--- src/rtl/cla_pipe_adder.sv ---
`default_nettype none
//==============================================================================
// Module   : cla_pipe_adder
// Brief    : Pipelined carry-lookahead adder, one 4-bit group per stage, with
//            valid/ready on both sides. Define CLA_SUB_EN for subtract mode.
// Revision : 1.0 - initial release
//==============================================================================
module cla_pipe_adder #(
   parameter int WIDTH = 16,
   parameter int GROUP = 4
) (
   input  logic             clk,
   input  logic             rst,
   input  logic             in_valid,
   output logic             in_ready,
   input  logic [WIDTH-1:0] A,
   input  logic [WIDTH-1:0] B,
   input  logic             Cin,
`ifdef CLA_SUB_EN
   input  logic             sub,
`endif
   output logic             out_valid,
   input  logic             out_ready,
   output logic [WIDTH-1:0] Sum,
   output logic             Cout,
   output logic             Ovf
);

   localparam int NS = WIDTH / GROUP;

   // Returns {c4, sum[3:0]}; every carry is a flat sum of products.
   function automatic logic [4:0] cla4(
      input logic [3:0] a,
      input logic [3:0] b,
      input logic       ci
   );
      logic [3:0] g;
      logic [3:0] p;
      logic       c1;
      logic       c2;
      logic       c3;
      logic       c4;
      g  = a & b;
      p  = a ^ b;
      c1 = g[0] | (p[0] & ci);
      c2 = g[1] | (p[1] & g[0]) | (p[1] & p[0] & ci);
      c3 = g[2] | (p[2] & g[1]) | (p[2] & p[1] & g[0]) | (p[2] & p[1] & p[0] & ci);
      c4 = g[3] | (p[3] & g[2]) | (p[3] & p[2] & g[1]) | (p[3] & p[2] & p[1] & g[0])
         | (p[3] & p[2] & p[1] & p[0] & ci);
      return {c4, p ^ {c3, c2, c1, ci}};
   endfunction

   logic w_en;
   logic r_ovf;

   assign w_en     = ~out_valid | out_ready;
   assign in_ready = w_en;

   // Unresolved operand bits still to be consumed by later stages.
   for (genvar s = 0; s < NS - 1; s++) begin : g_opnd
      localparam int c_rw = WIDTH - GROUP * (s + 1);
      logic [c_rw-1:0] r_a;
      logic [c_rw-1:0] r_b;
`ifdef CLA_SUB_EN
      logic            r_sub;
`endif
      if (s == 0) begin : g_load
         always_ff @(posedge clk or posedge rst) begin
            if (rst) begin
               r_a   <= '0;
               r_b   <= '0;
`ifdef CLA_SUB_EN
               r_sub <= 1'b0;
`endif
            end else if (w_en) begin
               r_a   <= A[WIDTH-1:GROUP];
               r_b   <= B[WIDTH-1:GROUP];
`ifdef CLA_SUB_EN
               r_sub <= sub;
`endif
            end
         end
      end else begin : g_shift
         always_ff @(posedge clk or posedge rst) begin
            if (rst) begin
               r_a   <= '0;
               r_b   <= '0;
`ifdef CLA_SUB_EN
               r_sub <= 1'b0;
`endif
            end else if (w_en) begin
               r_a   <= g_opnd[s-1].r_a[c_rw+GROUP-1:GROUP];
               r_b   <= g_opnd[s-1].r_b[c_rw+GROUP-1:GROUP];
`ifdef CLA_SUB_EN
               r_sub <= g_opnd[s-1].r_sub;
`endif
            end
         end
      end
   end

   for (genvar s = 0; s < NS; s++) begin : g_stage
      logic [GROUP-1:0]         w_a;
      logic [GROUP-1:0]         w_b;
      logic                     w_ci;
      logic                     w_vin;
      logic [4:0]               w_res;
      logic [GROUP*(s+1)-1:0]   w_sum_nxt;
      logic                     r_v;
      logic                     r_c;
      logic [GROUP*(s+1)-1:0]   r_sum;

      if (s == 0) begin : g_first
         assign w_a = A[GROUP-1:0];
`ifdef CLA_SUB_EN
         // Subtract as A + ~B + 1; the forced carry-in replaces Cin.
         assign w_b  = B[GROUP-1:0] ^ {GROUP{sub}};
         assign w_ci = sub | Cin;
`else
         assign w_b  = B[GROUP-1:0];
         assign w_ci = Cin;
`endif
         assign w_vin     = in_valid;
         assign w_sum_nxt = w_res[3:0];
      end else begin : g_rest
         assign w_a = g_opnd[s-1].r_a[GROUP-1:0];
`ifdef CLA_SUB_EN
         assign w_b = g_opnd[s-1].r_b[GROUP-1:0] ^ {GROUP{g_opnd[s-1].r_sub}};
`else
         assign w_b = g_opnd[s-1].r_b[GROUP-1:0];
`endif
         assign w_ci      = g_stage[s-1].r_c;
         assign w_vin     = g_stage[s-1].r_v;
         assign w_sum_nxt = {w_res[3:0], g_stage[s-1].r_sum};
      end

      assign w_res = cla4(w_a, w_b, w_ci);

      always_ff @(posedge clk or posedge rst) begin
         if (rst) begin
            r_v   <= 1'b0;
            r_c   <= 1'b0;
            r_sum <= '0;
         end else if (w_en) begin
            r_v   <= w_vin;
            r_c   <= w_res[4];
            r_sum <= w_sum_nxt;
         end
      end
   end

   // Carry into the MSB recovered as sum ^ a ^ b of the top bit.
   always_ff @(posedge clk or posedge rst) begin
      if (rst) begin
         r_ovf <= 1'b0;
      end else if (w_en) begin
         r_ovf <= g_stage[NS-1].w_res[4] ^ (g_stage[NS-1].w_res[3]
                ^ g_stage[NS-1].w_a[GROUP-1] ^ g_stage[NS-1].w_b[GROUP-1]);
      end
   end

   assign out_valid = g_stage[NS-1].r_v;
   assign Sum       = g_stage[NS-1].r_sum;
   assign Cout      = g_stage[NS-1].r_c;
   assign Ovf       = r_ovf;

endmodule
`default_nettype wire
--- config.mk ---
export PLATFORM = sky130hd
export DESIGN_NAME = cla_pipe_adder
export DESIGN_NICKNAME = d
export VERILOG_FILES = /design/src/rtl/cla_pipe_adder.sv
export SDC_FILE = /design/constraint.sdc
export NUM_CORES = 1
export LEC_CHECK = 0
export BUFFER_PORTS_ARGS = -buffer_cell sky130_fd_sc_hd__clkbuf_2
export CAP_MARGIN = 20
export CORE_MARGIN = 2
export CORE_UTILIZATION = 45
export CTS_CLUSTER_SIZE = 8
export DETAILED_ROUTE_END_ITERATION = 7
export PLACE_DENSITY = 0.72
export REMOVE_ABC_BUFFERS = 1
export SYNTH_ARGS = -nofsm -noshare
export SYNTH_HDL_FRONTEND = slang
export SYNTH_SLANG_ARGS = --single-unit
export TNS_END_PERCENT = 5
--- constraint.sdc ---
create_clock -name clk -period 7.8 [get_ports clk]
set_input_delay 1.56 -clock clk [delete_from_list [all_inputs] [get_ports clk]]
set_output_delay 1.56 -clock clk [all_outputs]
set_load 0.02 [all_outputs]
# After elaboration in Yosys (flattened, before gate mapping)
# Index checks and enable logic that the tools add are counted.
# op_classes
n_bitwise	121
# op_table
operator	n
1-bit bitwise AND	64
1-bit OR	41
4-bit bitwise XOR	8
4-bit bitwise AND	4
1-bit bitwise XOR	3
1-bit inverter	1
# word_totals
reg_bits	97
out_inout_bits	20

# Logic depth before layout (Yosys ltp)
# Gate-level depths: netlist of run 1.
# depth
depth_word	9
depth_mapped	7
mapped_depth_nobuf	6

# Least setup slack after synthesis of run 1
# OpenSTA, ideal clock, no wires.
# synth_path
path_type	input to output
startpoint	in out_ready
endpoint	out in_ready
path_stages	5
arrival_time_ns	2.238
n_path_buf	3
setup_slack_ns	4.002
path_cell_list	nor2b_1 buf_2 inv_2 buf_2 buf_2
# synth_via
elab_chain_len	1
# synth_lines
element	line_no	source
start, declared	23	input logic out_ready,
1-bit OR	56	assign w_en = ~out_valid | out_ready;
end, declared	15	output logic in_ready,
# Every way passes these cells.

# Final worst setup path of run 1
# Ends and elaborated chain as after synthesis.

==> flow_metrics.py, run 1 <==
metrics = {
    "final_layout": {
        "layout.cells.most_common": "sky130_fd_sc_hd__nand2_1",
        "post_route_cells_drive_above_1_share_pct": 15.42,
        "final-instance-count-excl-fill": 617,
        "final.fill_count": 856,
        "most-common-layout-cells": "sky130_fd_sc_hd__nand2_1, sky130_fd_sc_hd__dfrtp_1, sky130_fd_sc_hd__clkbuf_2",
        "antenna_cells_inserted": 0,
        "finish.net_count": 559,
        "layout-area-overhead-vs-synth_pct": 14.41,
    },
    "global_routing": {
        "grt_first_pass_wirelength_um": 12410,
        "antenna_found_initial": 0,
        "grt_use_total_pct": 15.22,
        "grt_max_degree": 108,
        "grt_pass1_vias": 2860,
        "grt-ovfl-total": 0,
    },
    "die": {
        "floorplan.die_area_um2": 10050,
        "core-area_um2": 9109,
        "floorplan.rows": 35,
        "die_height_um": 100.2,
        "number_of_top_level_pins": 57,
        "initial_utilization_pct": 45.74,
        "floorplan.die.width_um": 100.2,
    },
    "worst_hold_path": {
        "hold_depth": 2,
        "min_to": "g_stage[2].r_v",
        "min-delay-start": "g_stage[1].r_v",
        "timing.hold.worst.class": "reg2reg",
    },
    "flow_run": {
        "max_cap_violations": 0,
    },
    "timing": {
        "final_max_slew_viol_count": 0,
        "final.setup_skew_ns": 0.01189,
        "period_share_pct": 55.38,
        "rsz0062_at_grt": "no",
        "max_frequency_mhz": 231.5,
        "setup-violations-final": 0,
        "worstMarginPinSlew_ns": 1.000,
        "final_critical_path_setup_slack_ns": 3.480,
        "hold-worst-slack_ns": 0.4632,
        "slew_headroom_pct": 33.30,
        "period_minus_slack_ns": 4.320,
        "final_hold_violating_endpoints": 0,
        "setup_tns_ns": 0,
    },
    "clocking": {
        "clk_pin_slew_ns": 0.09,
        "clock_tree_from_tritoncts": "yes",
        "clk_root_buffer_cell": "sky130_fd_sc_hd__clkbuf_8",
        "cts.sink_count": 97,
        "post_cts_buffers": 0,
        "worst_skew_late_latency_ns": 0.34,
        "post_cts_hold_buffer_count": 0,
        "cts_repair_resize_count": 0,
        "cts.path.max_buffers": 2,
        "htreeDepth": 3,
        "tritoncts.num_buffers": 9,
    },
    "power": {
        "seq_power_share_pct": 43.3,
        "p_leak_nw": 2.559,
        "share_comb_of_total_power_pct": 37.3,
        "switching_power_uw": 713.8,
        "power.density_nw_per_um2": 405.8,
        "p_clk_share_pct": 19.4,
        "peakVddDrop_mv": 0.2114,
        "power_mw": 1.935,
        "power.switching_fraction_pct": 36.90,
        "internal-power_mw": 1.221,
    },
    "synth": {
        "synth.avg_cell_area_um2": 9.198,
        "synth_seq_area_share_pct": 58.26,
        "synth_cell_type_count": 25,
        "synth.cell_area_um2": 4166,
        "synth.yosys.warnings": 0,
        "synthesis.instances": 453,
        "synth-seq-cells": 97,
    },
    "routing": {
        "routed_wl_um": 7023,
        "dr_vias": 2942,
        "drc": 0,
        "detailedRoute.firstPassIterationCount": 4,
        "ant_nets": 0,
        "vias_per_cell": 4.768,
        "routed_length_per_instance_um": 11.38,
        "detailedRoute.firstIterationViolations": 116,
    },
    "worst_setup_path": {
        "critical_path_data_arrival_time_ns": 2.76,
        "worstPathRequired_ns": 6.24,
        "cp-start-kind": "input pin",
        "timing_worst_setup_path_type": "in2out",
        "critical_path.max_stage_delay_ns": 0.66,
        "r2r_cells": 6,
        "worst_r2r_startpoint": "out_valid",
        "crit_path_cell_trace": "clkbuf_2, nor2b_4, buf_4, clkinv_2, clkbuf_2",
        "setup.worst_path.end_class": "primary output",
        "critical_path.most_common_cell": "sky130_fd_sc_hd__clkbuf_2",
        "crit_path_max_fanout": 87,
        "crit-reg2reg-capture": "g_stage[2].r_sum[9]",
        "crit_path_top_delay_cell": "sky130_fd_sc_hd__buf_4",
        "timing.reg2reg.setup_slack_ns": 5.56,
    },
    "run_status": {
        "result_of_the_run": "completed",
    },
    "placement": {
        "portBuffers": 56,
        "detailedPlace.worstSlack_ns": 3.480,
        "globalplace.congestion": 0.7763,
        "placedCellCount": 602,
        "hpwl_after_detailed_placement_um": 4626,
    },
}
-- worst max-delay path by stage --
stage / startpoint / endpoint / slack [ns] / cells after the start
floorplan: out_ready / in_ready / 0.23 / 2
global placement: out_ready / in_ready / 3.50 / 5
detailed placement: out_ready / in_ready / 3.48 / 5
CTS: out_ready / in_ready / 3.48 / 5
global route: out_ready / in_ready / 3.35 / 5
finish: out_ready / in_ready / 3.48 / 5
-- layout make-up --
| class | instances | area [um2] | share of cell area [%] |
|---|---|---|---|
| clock buffer | 10 | 127.6 | 2.677 |
| clock inverter | 5 | 105.1 | 2.205 |
| inverter | 19 | 75.07 | 1.575 |
| multi-input combinational | 316 | 1590 | 33.36 |
| sequential | 97 | 2427 | 50.92 |
| tap | 111 | 138.9 | 2.913 |
| timing repair buffer | 59 | 302.8 | 6.352 |
-- through the flow --
stage	util, %	cell area [um2]
after floorplan	-	4081
after global placement	49.78	4534
after detailed placement	49.78	4534
after CTS	52.34	4767
after global routing	52.34	4767
final	52.34	4767
-- Yosys cell counts, drive strengths merged --
master / instances / share of area, %
nor2: 12 / 1.1
o211a: 1 / 0.24
nor2b: 1 / 0.15
o21bai: 4 / 0.99
nand2: 219 / 20
clkbuf: 12 / 1.1
ha: 16 / 4.8
buf: 9 / 0.96
a211oi: 6 / 1.2
fa: 4 / 1.9
nor3: 1 / 0.12
a21oi: 19 / 2.3
inv: 19 / 1.7
dfrtp: 97 / 58
xnor2: 9 / 1.9
o31ai: 1 / 0.18
nand2b: 1 / 0.15
o21ai: 14 / 1.7
a21o: 4 / 0.72
xor2: 4 / 0.84
-- layer usage --
metal	vias up	part of all wire, %	track usage, %
li1	1510	-	-
met3	4	4.6	3.691
met5	-	0	0
met2	59	48	25.61
met4	0	0.91	4.742
met1	1369	46	19.55
-- cell families (layout without fill, tap and decap cells) --
logic type	count (synthesis)	after routing	synth area share (%)
compound gates	49	49	7.297
xor+xnor	13	13	2.733
fa+ha+maj	20	20	6.727
buf+inv	40	93	3.753
flops	97	97	58.26
simple gates	234	234	21.23
-- worst max-delay path: cells and delay by family --
family / cells / cell delay [ns]
buffers and inverters: 4 / 1.09
AND/OR/NAND/NOR: 1 / 0.09
-- power groups by stage --
stage               Sequential, mW  Clock (mW)  Combinational [mW]
finish                       0.837       0.376               0.722
CTS                          0.840       0.387               0.736
global placement             0.840           0               0.697
detailed placement           0.849           0               0.733
floorplan                    0.884           0               0.504
global route                 0.867       0.407               0.830
-- sequential cells by signal, indices dropped and copies added, names as in the netlist --
register,cells
g_opnd.r_a,24
g_opnd.r_b,24
g_stage.r_sum,24
Sum,16
g_stage.r_c,3
g_stage.r_v,3
Cout,1
Ovf,1
out_valid,1
(Power assumes the default switching activity.)
==> run 2, diff against run 1 <==
==> constraint.sdc (replaced) <==
create_clock -name clk -period 4.2 [get_ports clk]
set_input_delay 0.84 -clock clk [delete_from_list [all_inputs] [get_ports clk]]
set_output_delay 0.84 -clock clk [all_outputs]
set_load 0.02 [all_outputs]
==> flow_metrics.py, run 2 (synthesis gave the netlist of run 1 again) <==
metrics = {
    "die": {
        "floorplan.die_area_um2": 10050,
        "floorplan.rows": 35,
        "core-area_um2": 9109,
        "floorplan.die.width_um": 100.2,
        "initial_utilization_pct": 45.74,
        "die_height_um": 100.2,
        "number_of_top_level_pins": 57,
    },
    "final_layout": {
        "top_regs": "g_opnd.r_a: 24 flops, g_opnd.r_b: 24 flops, g_stage.r_sum: 24 flops",
        "layout.cells.most_common": "sky130_fd_sc_hd__nand2_1",
        "final.fill_count": 875,
        "final-instance-count-excl-fill": 617,
        "antenna_cells_inserted": 0,
        "post-route-util_pct": 52.24,
        "most-common-layout-cells": "sky130_fd_sc_hd__nand2_1, sky130_fd_sc_hd__dfrtp_1, sky130_fd_sc_hd__clkbuf_2",
        "finish.net_count": 560,
        "finalInstanceArea_um2": 4758,
        "post_route_cells_drive_above_1_share_pct": 15.61,
        "layout-area-overhead-vs-synth_pct": 14.20,
    },
    "global_routing": {
        "grt_use_total_pct": 15.79,
        "antenna_found_initial": 0,
        "grt_pass1_vias": 2906,
        "grt_max_degree": 108,
        "grt-ovfl-total": 0,
        "grt_first_pass_wirelength_um": 12670,
    },
    "timing": {
        "max_frequency_mhz": 465.6,
        "period_share_pct": 51.13,
        "worstMarginPinSlew_ns": 0.9781,
        "setup-violations-final": 0,
        "slew_headroom_pct": 34.79,
        "hold-worst-slack_ns": 0.4710,
        "final_max_slew_viol_count": 0,
        "rsz0062_at_grt": "no",
        "final.setup_skew_ns": 0.006496,
        "period_minus_slack_ns": 2.148,
        "final_hold_violating_endpoints": 0,
        "final_critical_path_setup_slack_ns": 2.052,
        "setup_tns_ns": 0,
    },
    "power": {
        "p_leak_nw": 2.567,
        "power_mw": 3.560,
        "peakVddDrop_mv": 0.6178,
        "power.density_nw_per_um2": 748.1,
    },
    "run_status": {
        "result_of_the_run": "completed",
    },
    "worst_setup_path": {
        "timing_worst_setup_path_type": "in2out",
        "critical_path.max_stage_delay_ns": 0.19,
        "r2r_cells": 6,
        "crit_path_max_fanout": 2,
        "cp-start-kind": "input pin",
        "critical_path_data_arrival_time_ns": 1.31,
        "critical_path.most_common_cell": "sky130_fd_sc_hd__clkbuf_2",
        "crit_path_cell_trace": "clkbuf_2, nor2b_4, clkinv_2, clkbuf_2",
        "worstPathRequired_ns": 3.36,
        "crit_path_top_delay_cell": "sky130_fd_sc_hd__clkbuf_2",
        "setup.worst_path.end_class": "primary output",
    },
    "placement": {
        "placedCellCount": 603,
        "globalplace.congestion": 0.7944,
        "portBuffers": 56,
        "post_dp_cell_area_um2": 4542,
        "detailedPlace.worstSlack_ns": 1.944,
        "hpwl_after_detailed_placement_um": 4710,
    },
    "routing": {
        "detailedRoute.firstPassIterationCount": 4,
        "dr_vias": 2934,
        "routed_length_per_instance_um": 11.62,
        "vias_per_cell": 4.755,
        "routed_wl_um": 7171,
        "drc": 0,
        "ant_nets": 0,
        "detailedRoute.firstIterationViolations": 111,
    },
    "clocking": {
        "cts_repair_resize_count": 0,
        "tritoncts.num_buffers": 9,
        "htreeDepth": 3,
        "worst_skew_late_latency_ns": 0.35,
        "clk_root_buffer_cell": "sky130_fd_sc_hd__clkbuf_8",
        "post_cts_hold_buffer_count": 0,
        "cts.sink_count": 97,
        "cts.path.max_buffers": 2,
        "post_cts_buffers": 0,
        "clock_tree_from_tritoncts": "yes",
        "clk_pin_slew_ns": 0.08,
    },
    "worst_hold_path": {
        "timing.hold.worst.class": "reg2reg",
        "hold_depth": 2,
    },
    "flow_run": {
        "max_cap_violations": 0,
    },
}
==> run 2: changes by cell type in the layout (fill, tap and decap cells not counted), sizes merged <==
| cell | previous run | this run |
|---|---|---|
| buf | 3 | 4 |
| clkbuf | 66 | 67 |
| bufinv | 3 | 2 |
| clkinv | 1 | 2 |
| clkinvlp | 2 | 0 |
==> run 2: report_power, final <==
| group | internal (mW) | total, mW | switching, mW | leakage, nW |
|---|---|---|---|---|
| clock network | 0.361 | 0.658 | 0.297 | 0.111 |
| logic | 0.534 | 1.35 | 0.816 | 1.29 |
| registers | 1.34 | 1.55 | 0.210 | 1.16 |
| total | 2.24 | 3.56 | 1.32 | 2.57 |
==> run 2: path summary, 6_finish.rpt <==
kind	endpoint	slack, ns	startpoint
min in group asynchronous	g_opnd[0].r_b[11]	0.66	rst
worst max-delay path	in_ready	2.05	out_ready
worst min-delay path	g_opnd[1].r_b[7]	0.47	g_opnd[1].r_b[7]
worst max register to register	Ovf	2.29	g_opnd[2].r_a[0]
worst min register to register	g_opnd[1].r_b[7]	0.47	g_opnd[1].r_b[7]
max in group asynchronous	g_opnd[2].r_b[0]	2.81	rst
==> run 2: area by class of cell <==
cell class	instances	area (um2)	area share, %
sequential	97	2427	51.01
clock inverter	3	65.06	1.367
clock buffer	11	151.4	3.182
tap	111	138.9	2.919
multi-input combinational	316	1590	33.42
timing repair buffer	60	310.3	6.521
inverter	19	75.07	1.578
==> run 2: critical path, delay by kind of cell <==
| kind | cells | cell delay (ns) |
|---|---|---|
| buffers and inverters | 3 | 0.35 |
| AND/OR/NAND/NOR | 1 | 0.12 |
==> run 2: layer usage <==
layer | wire length, um | vias to the layer above | share of wire, % | global-route usage (%)
li1 | - | 1507 | - | -
met1 | 3445 | 1353 | 48 | 20.42
met2 | 3291 | 61 | 46 | 26.02
met3 | 332 | 13 | 4.6 | 4.039
met4 | 102 | 0 | 1.4 | 5.374
met5 | 0 | - | 0 | 0
==> run 3, diff against run 2 <==
--- a/config.mk
+++ b/config.mk
@@ -11,7 +11,7 @@
 export CORE_UTILIZATION = 45
 export CTS_CLUSTER_SIZE = 8
 export DETAILED_ROUTE_END_ITERATION = 7
-export PLACE_DENSITY = 0.72
+export PLACE_DENSITY = 0.74
 export REMOVE_ABC_BUFFERS = 1
 export SYNTH_ARGS = -nofsm -noshare
 export SYNTH_HDL_FRONTEND = slang
==> constraint.sdc (replaced) <==
create_clock -name clk -period 1.8 [get_ports clk]
set_input_delay 0.36 -clock clk [delete_from_list [all_inputs] [get_ports clk]]
set_output_delay 0.36 -clock clk [all_outputs]
set_load 0.02 [all_outputs]
==> flow_metrics.py, run 3 (synthesis gave the netlist of run 1 again) <==
metrics = {
    "timing": {
        "slew_headroom_pct": 76.38,
        "max_frequency_mhz": 585.2,
        "setup_tns_ns": 0,
        "period_share_pct": 94.94,
        "worstMarginPinSlew_ns": 0.3542,
        "rsz0062_at_grt": "no",
        "final.setup_skew_ns": 0.01071,
        "final_critical_path_setup_slack_ns": 0.09116,
        "setup-violations-final": 0,
        "period_minus_slack_ns": 1.709,
        "final_max_slew_viol_count": 0,
        "final_hold_violating_endpoints": 0,
    },
    "final_layout": {
        "antenna_cells_inserted": 0,
        "post_route_cells_drive_above_1_share_pct": 17.54,
        "post-route-util_pct": 53.96,
        "final.fill_count": 879,
        "seq_area_um2": 2427,
        "most-common-layout-cells": "sky130_fd_sc_hd__nand2_1, sky130_fd_sc_hd__dfrtp_1, sky130_fd_sc_hd__clkbuf_2",
        "multi_input_area_um2": 1645,
        "layout-area-overhead-vs-synth_pct": 17.96,
        "layout.cells.most_common": "sky130_fd_sc_hd__nand2_1",
        "finalInstanceArea_um2": 4915,
        "finish.net_count": 565,
        "top_regs": "g_opnd.r_a: 24 flops, g_opnd.r_b: 24 flops, g_stage.r_sum: 24 flops",
    },
    "worst_setup_path": {
        "worstPathRequired_ns": 2.03,
        "timing_worst_setup_path_type": "reg2reg",
        "critical_path_data_arrival_time_ns": 1.94,
        "timing.reg2reg.setup_slack_ns": 0.09,
        "setup.worst_path.end_class": "flop",
        "crit-reg2reg-capture": "g_stage[2].r_c",
        "cp-start-kind": "flop",
        "crit_path_max_fanout": 2,
        "worst_r2r_startpoint": "g_opnd[1].r_a[0]",
        "r2r_cells": 6,
    },
    "clocking": {
        "cts.sink_count": 97,
        "clk_root_buffer_cell": "sky130_fd_sc_hd__clkbuf_8",
        "tritoncts.num_buffers": 9,
        "clock_tree_from_tritoncts": "yes",
        "clk_pin_slew_ns": 0.09,
        "worst_skew_late_latency_ns": 0.36,
        "cts.path.max_buffers": 2,
        "htreeDepth": 3,
    },
    "global_routing": {
        "grt_pass1_vias": 3016,
        "grt_use_total_pct": 15.79,
        "grt_first_pass_wirelength_um": 12770,
        "antenna_found_initial": 0,
        "grt_max_degree": 87,
        "grt-ovfl-total": 0,
    },
    "power": {
        "power_mw": 8.650,
        "p_leak_nw": 2.612,
        "power.density_nw_per_um2": 1760,
        "peakVddDrop_mv": 0.5925,
    },
    "worst_hold_path": {
        "hold_depth": 3,
        "min-delay-start": "B[12]",
        "timing.hold.worst.class": "in2reg",
        "min_to": "g_opnd[0].r_b[8]",
    },
    "die": {
        "initial_utilization_pct": 45.74,
        "number_of_top_level_pins": 57,
        "core-area_um2": 9109,
        "floorplan.rows": 35,
        "floorplan.die.width_um": 100.2,
        "die_height_um": 100.2,
        "floorplan.die_area_um2": 10050,
    },
    "routing": {
        "ant_nets": 0,
        "maxUsedRoutingLayer": "met4",
        "detailedRoute.firstIterationViolations": 96,
        "drc": 0,
        "vias_per_cell": 4.790,
        "detailroute.wirelength.met3_um": 232,
        "routed_wl_um": 7280,
        "detailedRoute.firstPassIterationCount": 4,
        "met1Wirelength_um": 3286,
        "dr_vias": 2989,
        "routed_length_per_instance_um": 11.67,
        "dr_wl_met2_um": 3617,
    },
    "placement": {
        "post_dp_cell_area_um2": 4627,
        "hpwl_after_detailed_placement_um": 4956,
        "detailedPlace.worstSlack_ns": -0.02881,
        "globalplace.congestion": 0.7256,
        "portBuffers": 56,
    },
    "run_status": {
        "result_of_the_run": "completed",
    },
    "flow_run": {
        "max_cap_violations": 0,
    },
}
[run 3: cell type report]
cell class	count	share of cell area, %
Tap cell	111	2.826
Multi-Input combinational cell	316	33.48
Clock inverter	5	1.629
Clock buffer	11	2.673
Sequential cell	97	49.39
Inverter	19	1.527
Timing Repair Buffer	65	8.478
[run 3: worst max-delay path by stage]
stage	start	to	slack, ns	cells past startpoint
floorplan	out_valid	g_opnd[0].r_a[0]	-3.67	3
global placement	g_opnd[2].r_a[0]	Ovf	0.06	7
detailed placement	g_opnd[2].r_a[0]	Ovf	-0.03	7
CTS	g_opnd[2].r_a[0]	Ovf	0.02	6
global route	g_opnd[0].r_a[0]	g_stage[1].r_c	0.008	6
finish	g_opnd[1].r_a[0]	g_stage[2].r_c	0.09	6
[run 3: repair_timing]
| action | in CTS | in global routing |
|---|---|---|
| setup buffers | 0 | 1 |
| endpoints found under the hold margin | 10 | 0 |
| resized for setup | 2 | 9 |
| endpoints found under the setup margin | 1 | 1 |
| hold buffers | 1 | 0 |
| pin swaps | 1 | 5 |
| gates cloned | 0 | 0 |
[run 3: worst max-delay path, stage by stage (launching register included)]
cell	delay, ns
sky130_fd_sc_hd__dfrtp_1	0.40
sky130_fd_sc_hd__ha_1	0.29
sky130_fd_sc_hd__a21o_1	0.18
sky130_fd_sc_hd__a21oi_1	0.24
sky130_fd_sc_hd__o21bai_1	0.15
sky130_fd_sc_hd__a211oi_1	0.27
sky130_fd_sc_hd__a21oi_1	0.07
[run 3: power by group]
| part | leakage [nW] | switching [mW] | internal [mW] |
|---|---|---|---|
| clock network | 0.0995 | 0.716 | 0.782 |
| registers | 1.16 | 0.516 | 3.13 |
| logic | 1.35 | 2.02 | 1.48 |
[run 3: through the flow]
| stage | hold slack, ns | cells |
|---|---|---|
| floorplan | 0.4300 | 432 |
| global placement | 0.2750 | 606 |
| detailed placement | 0.2758 | 606 |
| CTS | 0.1766 | 623 |
| global route | 0.1760 | 624 |
| finish | 0.1930 | 624 |
[run 3: layer usage]
layer	global-route usage (%)	up-vias
met1	19.13	1408
met5	0	-
met4	7.376	0
met2	27.47	48
li1	-	1521
met3	2.716	12
